### src/rtl/multicycle_control.sv
// Multicycle RV32I control unit: Moore FSM sequencing fetch/decode/execute,
// plus combinational ALU, branch and immediate-format decode.
module multicycle_control (
  input  logic       i_clk,
  input  logic       i_reset,
  input  logic [6:0] i_opcode,
  input  logic [2:0] i_funct3,
  input  logic       i_funct7b5,
  input  logic       i_zero,
  output logic       o_pc_write,
  output logic       o_adr_src,
  output logic       o_mem_write,
  output logic       o_ir_write,
  output logic [1:0] o_result_src,
  output logic [1:0] o_alu_src_a,
  output logic [1:0] o_alu_src_b,
  output logic [2:0] o_imm_src,
  output logic       o_reg_write,
  output logic [3:0] o_alu_control,
  output logic [3:0] o_state
);

  localparam int unsigned OPC_W   = 7;
  localparam int unsigned ALU_W   = 4;
  localparam int unsigned SEL_W   = 2;
  localparam int unsigned IMM_W   = 3;
  localparam int unsigned STATE_W = 4;

  // Major opcodes
  localparam logic [OPC_W-1:0] OP_LOAD   = 7'b0000011;
  localparam logic [OPC_W-1:0] OP_STORE  = 7'b0100011;
  localparam logic [OPC_W-1:0] OP_R      = 7'b0110011;
  localparam logic [OPC_W-1:0] OP_I      = 7'b0010011;
  localparam logic [OPC_W-1:0] OP_BRANCH = 7'b1100011;
  localparam logic [OPC_W-1:0] OP_JAL    = 7'b1101111;
  localparam logic [OPC_W-1:0] OP_JALR   = 7'b1100111;
  localparam logic [OPC_W-1:0] OP_LUI    = 7'b0110111;
  localparam logic [OPC_W-1:0] OP_AUIPC  = 7'b0010111;

  // ALU operation codes
  localparam logic [ALU_W-1:0] ALU_AND  = 4'b0000;
  localparam logic [ALU_W-1:0] ALU_OR   = 4'b0001;
  localparam logic [ALU_W-1:0] ALU_ADD  = 4'b0010;
  localparam logic [ALU_W-1:0] ALU_SUB  = 4'b0011;
  localparam logic [ALU_W-1:0] ALU_SLTU = 4'b0100;
  localparam logic [ALU_W-1:0] ALU_SLT  = 4'b0101;
  localparam logic [ALU_W-1:0] ALU_XOR  = 4'b0111;
  localparam logic [ALU_W-1:0] ALU_SLL  = 4'b1000;
  localparam logic [ALU_W-1:0] ALU_SRL  = 4'b1001;
  localparam logic [ALU_W-1:0] ALU_SRA  = 4'b1010;

  // ALU A-input selects
  localparam logic [SEL_W-1:0] A_PC     = 2'b00;
  localparam logic [SEL_W-1:0] A_OLDPC  = 2'b01;
  localparam logic [SEL_W-1:0] A_RS1    = 2'b10;
  localparam logic [SEL_W-1:0] A_ZERO   = 2'b11;

  // ALU B-input selects
  localparam logic [SEL_W-1:0] B_RS2    = 2'b00;
  localparam logic [SEL_W-1:0] B_IMM    = 2'b01;
  localparam logic [SEL_W-1:0] B_FOUR   = 2'b10;

  // Result mux selects
  localparam logic [SEL_W-1:0] RES_ALUOUT = 2'b00;
  localparam logic [SEL_W-1:0] RES_DATA   = 2'b01;
  localparam logic [SEL_W-1:0] RES_ALU    = 2'b10;

  // Immediate formats
  localparam logic [IMM_W-1:0] IMM_I = 3'b000;
  localparam logic [IMM_W-1:0] IMM_S = 3'b001;
  localparam logic [IMM_W-1:0] IMM_B = 3'b010;
  localparam logic [IMM_W-1:0] IMM_J = 3'b011;
  localparam logic [IMM_W-1:0] IMM_U = 3'b100;

  typedef enum logic [STATE_W-1:0] {
    S_FETCH    = 4'd0,
    S_DECODE   = 4'd1,
    S_MEMADR   = 4'd2,
    S_MEMREAD  = 4'd3,
    S_MEMWB    = 4'd4,
    S_MEMWRITE = 4'd5,
    S_EXECR    = 4'd6,
    S_EXECI    = 4'd7,
    S_ALUWB    = 4'd8,
    S_BRANCH   = 4'd9,
    S_JAL      = 4'd10,
    S_JALR     = 4'd11,
    S_LUI      = 4'd12,
    S_AUIPC    = 4'd13
  } state_t;

  state_t             r_state;
  state_t             w_next_state;

  logic [ALU_W-1:0]   w_arith_op;
  logic [ALU_W-1:0]   w_br_op;
  logic               w_br_take;
  logic [IMM_W-1:0]   w_imm_src;

  logic               w_pc_write;
  logic               w_adr_src;
  logic               w_mem_write;
  logic               w_ir_write;
  logic [SEL_W-1:0]   w_result_src;
  logic [SEL_W-1:0]   w_alu_src_a;
  logic [SEL_W-1:0]   w_alu_src_b;
  logic               w_reg_write;
  logic [ALU_W-1:0]   w_alu_control;

  // State register; reset wins even mid-instruction
  always_ff @(posedge i_clk) begin
    if (i_reset) begin
      r_state <= S_FETCH;
    end else begin
      r_state <= w_next_state;
    end
  end

  // funct3 ALU decode for R-type and I-type arithmetic; SUB only exists for R-type
  always_comb begin
    w_arith_op = ALU_ADD;
    case (i_funct3)
      3'b000:  w_arith_op = ((i_opcode == OP_R) && i_funct7b5) ? ALU_SUB : ALU_ADD;
      3'b001:  w_arith_op = ALU_SLL;
      3'b010:  w_arith_op = ALU_SLT;
      3'b011:  w_arith_op = ALU_SLTU;
      3'b100:  w_arith_op = ALU_XOR;
      3'b101:  w_arith_op = i_funct7b5 ? ALU_SRA : ALU_SRL;
      3'b110:  w_arith_op = ALU_OR;
      default: w_arith_op = ALU_AND;
    endcase
  end

  // Branch compare op and take condition; SLT/SLTU result is 1 when rs1 < rs2
  always_comb begin
    w_br_op   = ALU_AND;
    w_br_take = 1'b0;
    case (i_funct3)
      3'b000:  begin w_br_op = ALU_SUB;  w_br_take = i_zero;  end
      3'b001:  begin w_br_op = ALU_SUB;  w_br_take = !i_zero; end
      3'b100:  begin w_br_op = ALU_SLT;  w_br_take = !i_zero; end
      3'b101:  begin w_br_op = ALU_SLT;  w_br_take = i_zero;  end
      3'b110:  begin w_br_op = ALU_SLTU; w_br_take = !i_zero; end
      3'b111:  begin w_br_op = ALU_SLTU; w_br_take = i_zero;  end
      default: begin w_br_op = ALU_AND;  w_br_take = 1'b0;    end
    endcase
  end

  // Immediate format follows the opcode regardless of state
  always_comb begin
    w_imm_src = IMM_I;
    case (i_opcode)
      OP_STORE:         w_imm_src = IMM_S;
      OP_BRANCH:        w_imm_src = IMM_B;
      OP_JAL:           w_imm_src = IMM_J;
      OP_LUI, OP_AUIPC: w_imm_src = IMM_U;
      default:          w_imm_src = IMM_I;
    endcase
  end

  // Next-state and Moore control outputs per state
  always_comb begin
    w_next_state  = S_FETCH;
    w_pc_write    = 1'b0;
    w_adr_src     = 1'b0;
    w_mem_write   = 1'b0;
    w_ir_write    = 1'b0;
    w_result_src  = RES_ALUOUT;
    w_alu_src_a   = A_PC;
    w_alu_src_b   = B_RS2;
    w_reg_write   = 1'b0;
    w_alu_control = ALU_AND;

    case (r_state)
      S_FETCH: begin
        w_ir_write    = 1'b1;
        w_alu_src_a   = A_PC;
        w_alu_src_b   = B_FOUR;
        w_alu_control = ALU_ADD;
        w_result_src  = RES_ALU;
        w_pc_write    = 1'b1;
        w_next_state  = S_DECODE;
      end
      S_DECODE: begin
        // old_pc + imm is precomputed for branches and JAL
        w_alu_src_a   = A_OLDPC;
        w_alu_src_b   = B_IMM;
        w_alu_control = ALU_ADD;
        case (i_opcode)
          OP_LOAD, OP_STORE: w_next_state = S_MEMADR;
          OP_R:              w_next_state = S_EXECR;
          OP_I:              w_next_state = S_EXECI;
          OP_BRANCH:         w_next_state = S_BRANCH;
          OP_JAL:            w_next_state = S_JAL;
          OP_JALR:           w_next_state = S_JALR;
          OP_LUI:            w_next_state = S_LUI;
          OP_AUIPC:          w_next_state = S_AUIPC;
          default:           w_next_state = S_FETCH;
        endcase
      end
      S_MEMADR: begin
        w_alu_src_a   = A_RS1;
        w_alu_src_b   = B_IMM;
        w_alu_control = ALU_ADD;
        w_next_state  = (i_opcode == OP_LOAD) ? S_MEMREAD : S_MEMWRITE;
      end
      S_MEMREAD: begin
        w_result_src = RES_ALUOUT;
        w_adr_src    = 1'b1;
        w_next_state = S_MEMWB;
      end
      S_MEMWB: begin
        w_result_src = RES_DATA;
        w_reg_write  = 1'b1;
        w_next_state = S_FETCH;
      end
      S_MEMWRITE: begin
        w_result_src = RES_ALUOUT;
        w_adr_src    = 1'b1;
        w_mem_write  = 1'b1;
        w_next_state = S_FETCH;
      end
      S_EXECR: begin
        w_alu_src_a   = A_RS1;
        w_alu_src_b   = B_RS2;
        w_alu_control = w_arith_op;
        w_next_state  = S_ALUWB;
      end
      S_EXECI: begin
        w_alu_src_a   = A_RS1;
        w_alu_src_b   = B_IMM;
        w_alu_control = w_arith_op;
        w_next_state  = S_ALUWB;
      end
      S_ALUWB: begin
        w_result_src = RES_ALUOUT;
        w_reg_write  = 1'b1;
        w_next_state = S_FETCH;
      end
      S_BRANCH: begin
        // alu_out holds the target from DECODE; load it into PC if taken
        w_alu_src_a   = A_RS1;
        w_alu_src_b   = B_RS2;
        w_result_src  = RES_ALUOUT;
        w_alu_control = w_br_op;
        w_pc_write    = w_br_take;
        w_next_state  = S_FETCH;
      end
      S_JAL: begin
        // PC takes the target in alu_out while the ALU forms old_pc + 4 for rd
        w_alu_src_a   = A_OLDPC;
        w_alu_src_b   = B_FOUR;
        w_alu_control = ALU_ADD;
        w_result_src  = RES_ALUOUT;
        w_pc_write    = 1'b1;
        w_next_state  = S_ALUWB;
      end
      S_JALR: begin
        // Overwrite alu_out with rs1 + imm, then share the JAL path
        w_alu_src_a   = A_RS1;
        w_alu_src_b   = B_IMM;
        w_alu_control = ALU_ADD;
        w_next_state  = S_JAL;
      end
      S_LUI: begin
        w_alu_src_a   = A_ZERO;
        w_alu_src_b   = B_IMM;
        w_alu_control = ALU_ADD;
        w_next_state  = S_ALUWB;
      end
      S_AUIPC: begin
        w_alu_src_a   = A_OLDPC;
        w_alu_src_b   = B_IMM;
        w_alu_control = ALU_ADD;
        w_next_state  = S_ALUWB;
      end
      default: begin
        w_next_state = S_FETCH;
      end
    endcase
  end

  // Outputs are forced quiet while reset is held, even before the state updates
  always_comb begin
    o_pc_write    = 1'b0;
    o_adr_src     = 1'b0;
    o_mem_write   = 1'b0;
    o_ir_write    = 1'b0;
    o_result_src  = RES_ALUOUT;
    o_alu_src_a   = A_PC;
    o_alu_src_b   = B_RS2;
    o_imm_src     = IMM_I;
    o_reg_write   = 1'b0;
    o_alu_control = ALU_AND;
    o_state       = STATE_W'(0);
    if (!i_reset) begin
      o_pc_write    = w_pc_write;
      o_adr_src     = w_adr_src;
      o_mem_write   = w_mem_write;
      o_ir_write    = w_ir_write;
      o_result_src  = w_result_src;
      o_alu_src_a   = w_alu_src_a;
      o_alu_src_b   = w_alu_src_b;
      o_imm_src     = w_imm_src;
      o_reg_write   = w_reg_write;
      o_alu_control = w_alu_control;
      o_state       = STATE_W'(r_state);
    end
  end

endmodule

### config.mk
export PLATFORM = sky130hd
export DESIGN_NAME = multicycle_control
export DESIGN_NICKNAME = d
export VERILOG_FILES = /design/src/rtl/multicycle_control.sv
export SDC_FILE = /design/constraint.sdc
export NUM_CORES = 1
export LEC_CHECK = 0
export CAP_MARGIN = 20
export CORE_ASPECT_RATIO = 1.4
export CORE_MARGIN = 5
export CORE_UTILIZATION = 35
export DETAILED_ROUTE_END_ITERATION = 16
export GPL_ROUTABILITY_DRIVEN = 0
export PLACE_DENSITY = 0.73
export SLEW_MARGIN = 25
export SYNTH_ARGS = -nofsm -noshare
export SYNTH_HDL_FRONTEND = slang
export SYNTH_SLANG_ARGS = --single-unit
### constraint.sdc
create_clock -name i_clk -period 1.2 [get_ports i_clk]
set_input_delay 0.12 -clock i_clk [delete_from_list [all_inputs] [get_ports i_clk]]
set_output_delay 0.12 -clock i_clk [all_outputs]
set_load 0.01 [all_outputs]
; Word-level counts from Yosys, hierarchy flattened
; Cells that the tools add are included.
[classes]
n_eq_ne = 29
mux = 29
reduce_logical = 20
[ops]
columns = cell, count
row1 = $pmux 4 s8, 1
row2 = $pmux 4 s7, 1
row3 = $eq 4x4->1 const B, 6
row4 = $pmux 4 s6, 1
row5 = $eq 7x6->1 const B, 3
row6 = $eq 7x7->1 const B, 3
row7 = $reduce_or 2->1, 9
row8 = $eq 4x3->1 const B, 4
row9 = $eq 7x5->1 const B, 2
row10 = $eq 3x3->1 const B, 4
row11 = $pmux 3 s4, 1
row12 = $pmux 4 s3, 1
row13 = $mux 1, 10
row14 = $reduce_or 5->1, 2
row15 = $pmux 3 s3, 1
row16 = $reduce_or 3->1, 3
row17 = $eq 4x2->1 const B, 2
row18 = $mux 2, 4
row19 = $mux 4, 2
row20 = $pmux 2 s2, 2
row21 = $eq 7x2->1 const B, 1
row22 = $reduce_or 7->1, 1
row23 = $eq 3x2->1 const B, 2
row24 = $mux 3, 2
row25 = other kinds (9), 10
[word_totals]
ff_bits = 4
wordCells = 79

; Logic depth before layout (Yosys ltp)
; Gate-level depths: netlist (run 1).
[logic_depth]
ltp_word = 6
depth_mapped = 5

; Worst setup path after synthesis (run 1)
; OpenSTA, ideal clock, no wires.
[synth_timing]
kind = reg2out
from = register r_state[1]
to = output o_result_src[1]
arrival_ns = 1.418
path_slack_ns = -0.338
path_stages_with_launch = 5
path_buffers = 2
cell_sequence = dfxtp_1 -> buf_2 -> or3_1 -> nor3_1 -> buf_4
[synth_between]
elab_chain_len = 3
[synth_rtl]
columns = element, line
row1 = from (decl), 92  ; state_t r_state;
row2 = from (signal assigned), 115  ; r_state <= w_next_state;
row3 = $eq 4x3->1 or $logic_not 4->1 (tied branches), 174  ; case (r_state)
row4 = $pmux 2 s2 *, 174
row5 = $mux 2 *, 296  ; if (!i_reset) begin
row6 = to (decl), 14  ; output logic [1:0] o_result_src,
; Every way passes the cells marked *; elsewhere a longest branch is shown, timed or not.

; Worst setup path after layout (run 1)
[layout_timing]
from = register r_state[3]
to = output o_alu_control[0]
[layout_between]
elab_chain_len = 4
[layout_rtl]
columns = element, line
row1 = "$eq 4x1->1, or another cell as far along", 174
row2 = $reduce_or 7->1 (no line) or $reduce_or 2->1 (tied branches), --
row3 = $pmux 4 s3 *, 174
row4 = $mux 4 *, 296
row5 = to (decl), 19  ; output logic [3:0] o_alu_control,
; Marked as above.

==> flow_metrics.py, run 1 <==
metrics = {
    "setup_path": {
        "cp_max_fo": 7,
        "critPathKind": "reg -> out",
        "worst_setup_path_start_kind": "flop",
        "cp-end-kind": "primary output",
        "rr_startpoint": "r_state[3]",
        "required_ps": 1080,
        "r2r-end": "r_state[2]",
        "reg2reg_slack_ps": -340,
        "cp.arrival_ps": 1610,
        "reg2reg_depth": 6,
    },
    "placed_design": {
        "placed_cell_area_um2": 1461,
        "hpwl_mm": 2.285,
        "place_ws_ps": -1068,
        "port_buffers": 35,
    },
    "cells_and_area": {
        "top_regs": "r_state: 4 flops",
        "regMostFlops": "r_state",
        "layout_commonest_cell": "buf_4",
        "drive_above_1_share": 0.6345,
        "largest_reg_flops": 4,
        "num_antenna_cells": 0,
        "mostFrequentLayoutCells": "buf_4, buf_2, buf_6",
        "finalNetCount": 212,
        "fin_area_um2": 1722,
        "area_growth_pct": 108.5,
    },
    "detailed_routing": {
        "wl_per_cell_um": 16.77,
        "drc_errors": 0,
        "drt_iter0_markers": 31,
        "vias_per_cell": 5.886,
        "ant_nets": 0,
        "totalWireLength_mm": 3.672,
        "vias": 1289,
        "drtPass1Iterations": 4,
    },
    "sta": {
        "final-max-slew-violation-count": 0,
        "tightestPinTransition_ps": 375.4,
        "setup-tns-final_ps": -6161,
        "finalSetupViolCount": 21,
        "whs_ps": 323.5,
        "worst_slack_ps": -528.5,
        "relSlewSlack": 0.7462,
        "fin_crit_ps": 1729,
        "hold_viol_final": 0,
        "timing.final.crit_share": 1.440,
        "clock_skew_ps": 20.52,
        "fmax_ghz": 0.5785,
        "rsz0062_at_grt": "yes",
    },
    "yosys": {
        "synth-warning-count": 0,
        "synth_area_leaders": "dfxtp_1, nand2_1, nor2_1",
        "synth_edf_count": 0,
        "synth_area_per_cell_um2": 6.882,
        "synth_seq_cells": 4,
        "syn_area_um2": 825.8,
        "synth_ff_type": "dfxtp_1",
        "yosysSeqAreaShare": 0.09697,
        "synthArstFlopShare": 0,
        "yosysTopAreaCell": "dfxtp_1",
        "synth.distinct_cells": 50,
        "syn-num-nets": 134,
        "synth_cells": 120,
        "yosysTopAreaCellShare": 0.09697,
    },
    "clock_network": {
        "cts_tree": "yes",
        "htreeDepth": 1,
        "cts.sinks": 4,
        "root_buffer": "clkbuf_4",
        "clk_path_buf_depth": 2,
        "numCtsBuffers": 3,
        "clock_latency_ps": 260,
        "hold_buffers": 0,
        "clk_pin_slew_worst_paths_ps": 50,
    },
    "pwr": {
        "leakage_nw": 0.7616,
        "p_total_mw": 0.7142,
        "cellPowerDensity_nw_per_um2": 414.9,
        "peakVddDrop_uv": 411.1,
    },
    "grt": {
        "grt_pass1_vias": 1151,
        "grtUsageTotal": 0.1897,
        "grt_pass1_wl_mm": 5.016,
        "grt_max_degree": 11,
        "antenna_found_initial": 0,
        "grt-ovfl-total": 0,
    },
    "floorplanning": {
        "die_h_um": 67.48,
        "initial_core_util": 0.3708,
        "die_x_um": 51.05,
        "pin_count": 36,
        "die_area_um2": 3445,
        "coreArea_um2": 2227,
        "row_count": 20,
    },
    "min_path": {
        "min_path_type": "in -> reg",
        "worstHoldPathCells": 4,
        "hold_start": "i_opcode[3]",
        "hold_end": "r_state[3]",
    },
    "outcome": {
        "violations": "setup timing",
        "outcome": "finished, violations left",
    },
    "run": {
        "max_cap_violations": 0,
    },
}
Yosys cell counts, types with 2 or more instances:
master / count
a21oi_1: 7
buf_2: 4
buf_4: 2
buf_6: 2
dfxtp_1: 4
mux2i_1: 2
nand2_1: 13
nand2b_1: 3
nand3_1: 4
nand3b_1: 3
nand4b_1: 2
nor2_1: 13
nor2b_1: 4
nor3_1: 6
nor3b_1: 3
nor4_1: 3
nor4b_1: 2
o21ai_0: 6
o21ai_1: 2
o31ai_1: 2
or3_1: 3
xor2_1: 2
critical path, stage by stage, from the launching register on:
cell and delay, ps:
dfxtp_4 380, or3b_4 420, nand3_2 80, a21o_1 210, buf_6 130, nor2_4 30
buf_6 110
worst max path at each step:
stage | from | slack, ps | end
6_report | r_state[3] | -530 | o_alu_control[0]
2_1_floorplan | r_state[1] | -160 | o_result_src[1]
4_1_cts | r_state[2] | -490 | o_alu_control[0]
3_3_place_gp | i_opcode[1] | -1050 | o_alu_control[0]
5_1_grt | r_state[3] | -590 | o_alu_control[0]
3_5_place_dp | i_opcode[1] | -1070 | o_alu_control[0]
metal layers:
| metal | vias up | GRT usage | wire (um) |
|---|---|---|---|
| met3 | 18 | 0.02428 | 202 |
| li1 | 602 | - | - |
| met2 | 69 | 0.3774 | 2028 |
| met1 | 600 | 0.1860 | 1282 |
| met4 | 0 | 0.09764 | 158 |
| met5 | - | 0 | 0 |
kinds of logic after synthesis:
family,Yosys count,synth area share
XOR/XNOR,4,0.05153
flip-flops,4,0.09697
AO/OA/AOI/OAI,30,0.2530
AND/OR/NAND/NOR,67,0.4667
multiplexers,2,0.02424
buffers and inverters,13,0.1076
through the flow:
| step | util | std cells |
|---|---|---|
| after detailed placement | 0.6562 | 203 |
| after global routing | 0.7730 | 219 |
| after CTS | 0.7124 | 215 |
| after floorplan | - | 120 |
| final | 0.7730 | 219 |
| after global placement | 0.6562 | 203 |
power breakdown:
part	switching [mW]	total [mW]	internal, mW
Combinational	0.173	0.375	0.201
Clock	0.0744	0.200	0.126
Sequential	0.00857	0.140	0.131
Total	0.256	0.714	0.458
area by class of cell:
| class | instances | area (um^2) |
|---|---|---|
| inverter | 2 | 10.01 |
| sequential | 4 | 95.09 |
| multi-input combinational | 103 | 874.6 |
| clock buffer | 4 | 26.28 |
| timing repair buffer | 84 | 688.2 |
| tap | 22 | 27.53 |
| fill | 145 | 505.5 |
timing repair:
action | in CTS | in global routing
pin swaps | 12 | 21
gates resized for setup | 146 | 30
buffers inserted | 8 | 4
endpoints found under the setup margin | 26 | 25
Note: power is estimated with default switching activity, not from simulation.
==> run 2: changes to the inputs <==
--- a/config.mk
+++ b/config.mk
@@ -11,8 +11,10 @@
 export CORE_UTILIZATION = 35
 export DETAILED_ROUTE_END_ITERATION = 16
 export GPL_ROUTABILITY_DRIVEN = 0
+export MAX_ROUTING_LAYER = met4
 export PLACE_DENSITY = 0.73
 export SLEW_MARGIN = 25
 export SYNTH_ARGS = -nofsm -noshare
 export SYNTH_HDL_FRONTEND = slang
 export SYNTH_SLANG_ARGS = --single-unit
+export TNS_END_PERCENT = 50
==> flow_metrics.py, run 2 (synthesized netlist as in run 1, its figures left out) <==
metrics = {
    "outcome": {
        "outcome": "finished, violations left",
        "violations": "setup timing",
    },
    "cells_and_area": {
        "regMostFlops": "r_state",
        "finalCoreUtilization": 0.7815,
        "num_antenna_cells": 0,
        "mostFrequentLayoutCells": "buf_4, buf_6, buf_2",
        "finalNetCount": 215,
        "largest_reg_flops": 4,
        "area_growth_pct": 110.8,
        "n_fill_cell": 150,
        "drive_above_1_share": 0.6700,
        "top_regs": "r_state: 4 flops",
        "layout_commonest_cell": "buf_4",
        "fin_area_um2": 1740,
    },
    "detailed_routing": {
        "drc_errors": 0,
        "vias_per_cell": 5.874,
        "totalWireLength_mm": 3.744,
        "drt_iter0_markers": 30,
        "vias": 1304,
        "drtPass1Iterations": 4,
        "ant_nets": 0,
        "wl_per_cell_um": 16.86,
    },
    "clock_network": {
        "numCtsBuffers": 3,
        "htreeDepth": 1,
        "hold_buffers": 0,
        "clk_pin_slew_worst_paths_ps": 40,
        "clock_latency_ps": 250,
        "cts_tree": "yes",
        "cts.sinks": 4,
        "root_buffer": "clkbuf_4",
        "clk_path_buf_depth": 2,
    },
    "sta": {
        "worst_slack_ps": -577.6,
        "rsz0062_at_grt": "yes",
        "setup-tns-final_ps": -6585,
        "tightestPinTransition_ps": 355.0,
        "clock_skew_ps": 9.373,
        "hold_viol_final": 0,
        "fmax_ghz": 0.5626,
        "relSlewSlack": 0.7600,
        "timing.final.crit_share": 1.481,
        "final-max-slew-violation-count": 0,
        "fin_crit_ps": 1778,
        "whs_ps": 298.1,
        "finalSetupViolCount": 21,
    },
    "setup_path": {
        "cp.arrival_ps": 1660,
        "cp-end-kind": "primary output",
        "cp_num_cells": 5,
        "worst_setup_path_start_kind": "flop",
        "slowest_delay_ps": 370,
        "required_ps": 1080,
        "rr_startpoint": "r_state[3]",
        "cp_max_fo": 6,
        "r2r-end": "r_state[2]",
        "worst_path_max_delay_cell": "dfxtp_4",
        "crit_chain": "nand3b_1 -> o31ai_1 -> a21oi_1 -> nor2_2 -> buf_2",
        "reg2reg_slack_ps": -420,
        "cp_top_family": "compound AO/OA/AOI/OAI gates",
        "reg2reg_depth": 7,
        "crit_buf_inv": 1,
        "critPathKind": "reg -> out",
    },
    "grt": {
        "met1_usage": 0.1963,
        "grt_pass1_vias": 1211,
        "grt_max_degree": 11,
        "grt-ovfl-total": 0,
        "grtUsageTotal": 0.1982,
        "use_met2": 0.3758,
        "antenna_found_initial": 0,
        "globalRouteMet3Util": 0.02870,
        "grt-busiest-layer": "met2",
        "grt_pass1_wl_mm": 5.202,
    },
    "min_path": {
        "hold_start": "i_opcode[5]",
        "min_path_type": "in -> reg",
        "hold_end": "r_state[0]",
        "worstHoldPathCells": 4,
    },
    "floorplanning": {
        "row_count": 20,
        "pin_count": 36,
        "die_h_um": 67.48,
        "die_x_um": 51.05,
        "die_area_um2": 3445,
        "initial_core_util": 0.3708,
        "coreArea_um2": 2227,
    },
    "placed_design": {
        "placed_cell_area_um2": 1433,
        "hpwl_mm": 2.184,
        "place_ws_ps": -1053,
        "port_buffers": 35,
    },
    "pwr": {
        "leakage_nw": 0.7718,
        "peakVddDrop_uv": 427.5,
        "cellPowerDensity_nw_per_um2": 413.8,
    },
    "run": {
        "max_cap_violations": 0,
    },
}
==> run 2: cell count changes in the layout (fill, tap and decap cells not counted), moves of 2 or more <==
cell	before	now
buf_8	2	0
buf_12	2	0
nor2_1	8	6
clkbuf_2	3	1
nor2_2	1	3
buf_6	16	23
==> run 2: final cells by class <==
cell class,instances,area (um^2),share of cell area
multi-input cells,103,883.3,0.5075
repair buffers,87,698.2,0.4012
flip-flops and latches,4,95.09,0.05464
well taps,22,27.53,0.01582
clock buffers,4,26.28,0.01510
inverters,2,10.01,0.005751
==> run 2: through the flow <==
step                      cells  power [mW]
after floorplan             120      0.2973
final                       222      0.7202
after detailed placement    202      0.4709
after global placement      202      0.4642
after CTS                   214      0.6822
after global routing        222      0.7664
==> run 2: worst max-delay path by stage <==
stage                start                to  slack, ps
2_1_floorplan   r_state[1]   o_result_src[1]       -160
3_3_place_gp   i_opcode[1]  o_alu_control[0]      -1040
3_5_place_dp   i_opcode[1]  o_alu_control[0]      -1050
4_1_cts         r_state[3]  o_alu_control[0]       -490
5_1_grt         r_state[3]  o_alu_control[2]       -630
6_report        r_state[3]  o_alu_control[2]       -580
==> run 2: tightest hold or removal path, cell delays in order <==
cell and delay (ps):
clkbuf_2 100, buf_6 100, o21a_1 120, o21ai_1 50
==> run 2: timing repair <==
action,4_1_cts,5_1_grt
pin swaps,18,16
resized for setup,151,41
endpoints found under the hold margin,0,0
setup buffers,8,8
setup endpoints to repair,26,26
gates cloned,0,0
==> run 2: report_power, final <==
| part | leakage [nW] | switching [mW] | internal [mW] |
|---|---|---|---|
| registers | 0.0355 | 0.00766 | 0.131 |
| logic | 0.721 | 0.176 | 0.215 |
| clock network | 0.0150 | 0.0647 | 0.125 |
==> run 2: routing by layer <==
layer	up-vias	routed length, um
met5	-	0
met4	0	148
met1	615	1321
met2	70	2021
met3	17	253
li1	602	-
==> run 3: changes to the inputs <==
--- a/config.mk
+++ b/config.mk
@@ -8,11 +8,10 @@
 export CAP_MARGIN = 20
 export CORE_ASPECT_RATIO = 1.4
 export CORE_MARGIN = 5
-export CORE_UTILIZATION = 35
+export CORE_UTILIZATION = 38
 export DETAILED_ROUTE_END_ITERATION = 16
-export GPL_ROUTABILITY_DRIVEN = 0
 export MAX_ROUTING_LAYER = met4
-export PLACE_DENSITY = 0.73
+export PLACE_DENSITY = 0.78
 export SLEW_MARGIN = 25
 export SYNTH_ARGS = -nofsm -noshare
 export SYNTH_HDL_FRONTEND = slang
==> flow_metrics.py, run 3 (synthesized netlist as in run 1, its figures left out) <==
metrics = {
    "grt": {
        "met1_usage": 0.1923,
        "grt_pass1_wl_mm": 5.333,
        "grt-ovfl-total": 0,
        "antenna_found_initial": 0,
        "use_met2": 0.4145,
        "grtUsageTotal": 0.2125,
        "grt_max_degree": 11,
        "grt-busiest-layer": "met2",
        "globalRouteMet3Util": 0.02268,
        "grt_pass1_vias": 1221,
    },
    "cells_and_area": {
        "stdcell_count": 213,
        "fin_area_um2": 1614,
        "layout_commonest_cell": "buf_4",
        "num_antenna_cells": 0,
        "top_regs": "r_state: 4 flops",
        "n_fill_cell": 154,
        "drive_above_1_share": 0.6126,
        "area_growth_pct": 95.45,
        "mostFrequentLayoutCells": "buf_4, buf_2, buf_6",
        "regMostFlops": "r_state",
        "finalNetCount": 206,
        "largest_reg_flops": 4,
    },
    "pwr": {
        "peakVddDrop_uv": 421.6,
        "p_sw_frac": 0.3677,
        "clock_power_share": 0.293,
        "seqPwrFrac": 0.193,
        "cellPowerDensity_nw_per_um2": 441.4,
        "pwr-share-comb": 0.514,
        "intPower_mw": 0.4505,
        "switching_power_mw": 0.2619,
        "leakage_nw": 0.7158,
    },
    "sta": {
        "rsz0062_at_grt": "yes",
        "fin_crit_ps": 1721,
        "clock_skew_ps": 1.055,
        "final-max-slew-violation-count": 0,
        "fmax_ghz": 0.5811,
        "setup-tns-final_ps": -5803,
        "timing.final.crit_share": 1.434,
        "hold_viol_final": 0,
        "finalSetupViolCount": 23,
        "tightestPinTransition_ps": 392.9,
        "relSlewSlack": 0.7344,
        "worst_slack_ps": -520.8,
    },
    "run": {
        "max_cap_violations": 0,
    },
    "placed_design": {
        "placed_cell_area_um2": 1418,
        "port_buffers": 35,
        "hpwl_mm": 2.275,
        "placedCellCount": 200,
        "gp_congestion": 0.8510,
    },
    "outcome": {
        "outcome": "finished, violations left",
        "violations": "setup timing",
    },
    "clock_network": {
        "htreeDepth": 1,
        "root_buffer": "clkbuf_4",
        "cts_tree": "yes",
        "clk_path_buf_depth": 2,
        "clock_latency_ps": 260,
        "cts.sinks": 4,
        "numCtsBuffers": 3,
        "clk_pin_slew_worst_paths_ps": 40,
        "hold_buffers": 0,
    },
    "setup_path": {
        "cp-end-kind": "primary output",
        "critPathKind": "reg -> out",
        "reg2reg_slack_ps": -320,
        "required_ps": 1080,
        "slowest_delay_ps": 360,
        "worst_setup_path_start_kind": "flop",
        "cp_max_fo": 6,
        "crit_chain": "nand3b_1 -> buf_6 -> o31ai_4 -> a21oi_2 -> nor2_2 -> buf_2",
        "worst_path_max_delay_cell": "dfxtp_4",
        "cp.arrival_ps": 1600,
    },
    "detailed_routing": {
        "ant_nets": 0,
        "drt_iter0_markers": 27,
        "wl_per_cell_um": 17.49,
        "drc_errors": 0,
        "totalWireLength_mm": 3.726,
        "drtPass1Iterations": 4,
        "vias_per_cell": 5.958,
        "vias": 1269,
    },
    "floorplanning": {
        "die_x_um": 49.40,
        "row_count": 20,
        "pin_count": 36,
        "die_area_um2": 3219,
        "initial_core_util": 0.3882,
        "coreArea_um2": 2127,
        "die_h_um": 65.16,
    },
    "min_path": {
        "min_path_type": "in -> reg",
    },
}
-- run 3: worst max-delay path, delay by kind of cell (launching register included) --
family / cells / cell delay (ps)
DFF: 1 / 360
and+or+nand+nor: 2 / 350
buffers and inverters: 2 / 310
AOI/OAI and AO/OA: 2 / 310
-- run 3: per-layer routing --
metal	share of wire	routed length [um]
met2	0.56	2096
met5	0	0
met4	0.043	159
met3	0.057	213
met1	0.34	1256
-- run 3: power by group through the flow --
stage               logic (mW)  registers, mW  clock network, mW
CTS                      0.338          0.137              0.199
floorplan                0.156          0.142                  0
finish                   0.366          0.138              0.209
global placement         0.317          0.143                  0
global route             0.391          0.137              0.220
detailed placement       0.325          0.143                  0
-- run 3: through the flow --
step                      power [mW]  setup slack (ps)  hold slack [ps]  utilization
after floorplan               0.2973            -161.5            293.0            -
after global placement        0.4601             -1033            675.5       0.6665
after detailed placement      0.4684             -1032            690.5       0.6665
after CTS                     0.6746            -505.0            331.0       0.7212
after global routing          0.7483            -563.2            339.1       0.7588
final                         0.7124            -520.8            336.7       0.7588
-- run 3: final timing paths --
| path | startpoint | to | cells past startpoint |
|---|---|---|---|
| setup / recovery | r_state[3] | o_alu_control[2] | 6 |
| hold / removal | i_opcode[3] | r_state[3] | 4 |
| setup reg to reg | r_state[3] | r_state[2] | 6 |
| hold reg to reg | r_state[0] | r_state[0] | 4 |
-- run 3: layout make-up --
cell class | count | area [um^2] | share of cell area
sequential | 4 | 95.09 | 0.05891
tap | 22 | 27.53 | 0.01705
timing repair buffer | 78 | 611.8 | 0.3791
clock buffer | 4 | 26.28 | 0.01628
multi-input combinational | 103 | 843.3 | 0.5225
inverter | 2 | 10.01 | 0.006202
-- run 3: what timing repair did --
action,in CTS,in global routing
pin swaps,15,10
setup endpoints to repair,26,24
resized for setup,148,27
setup buffers,7,2
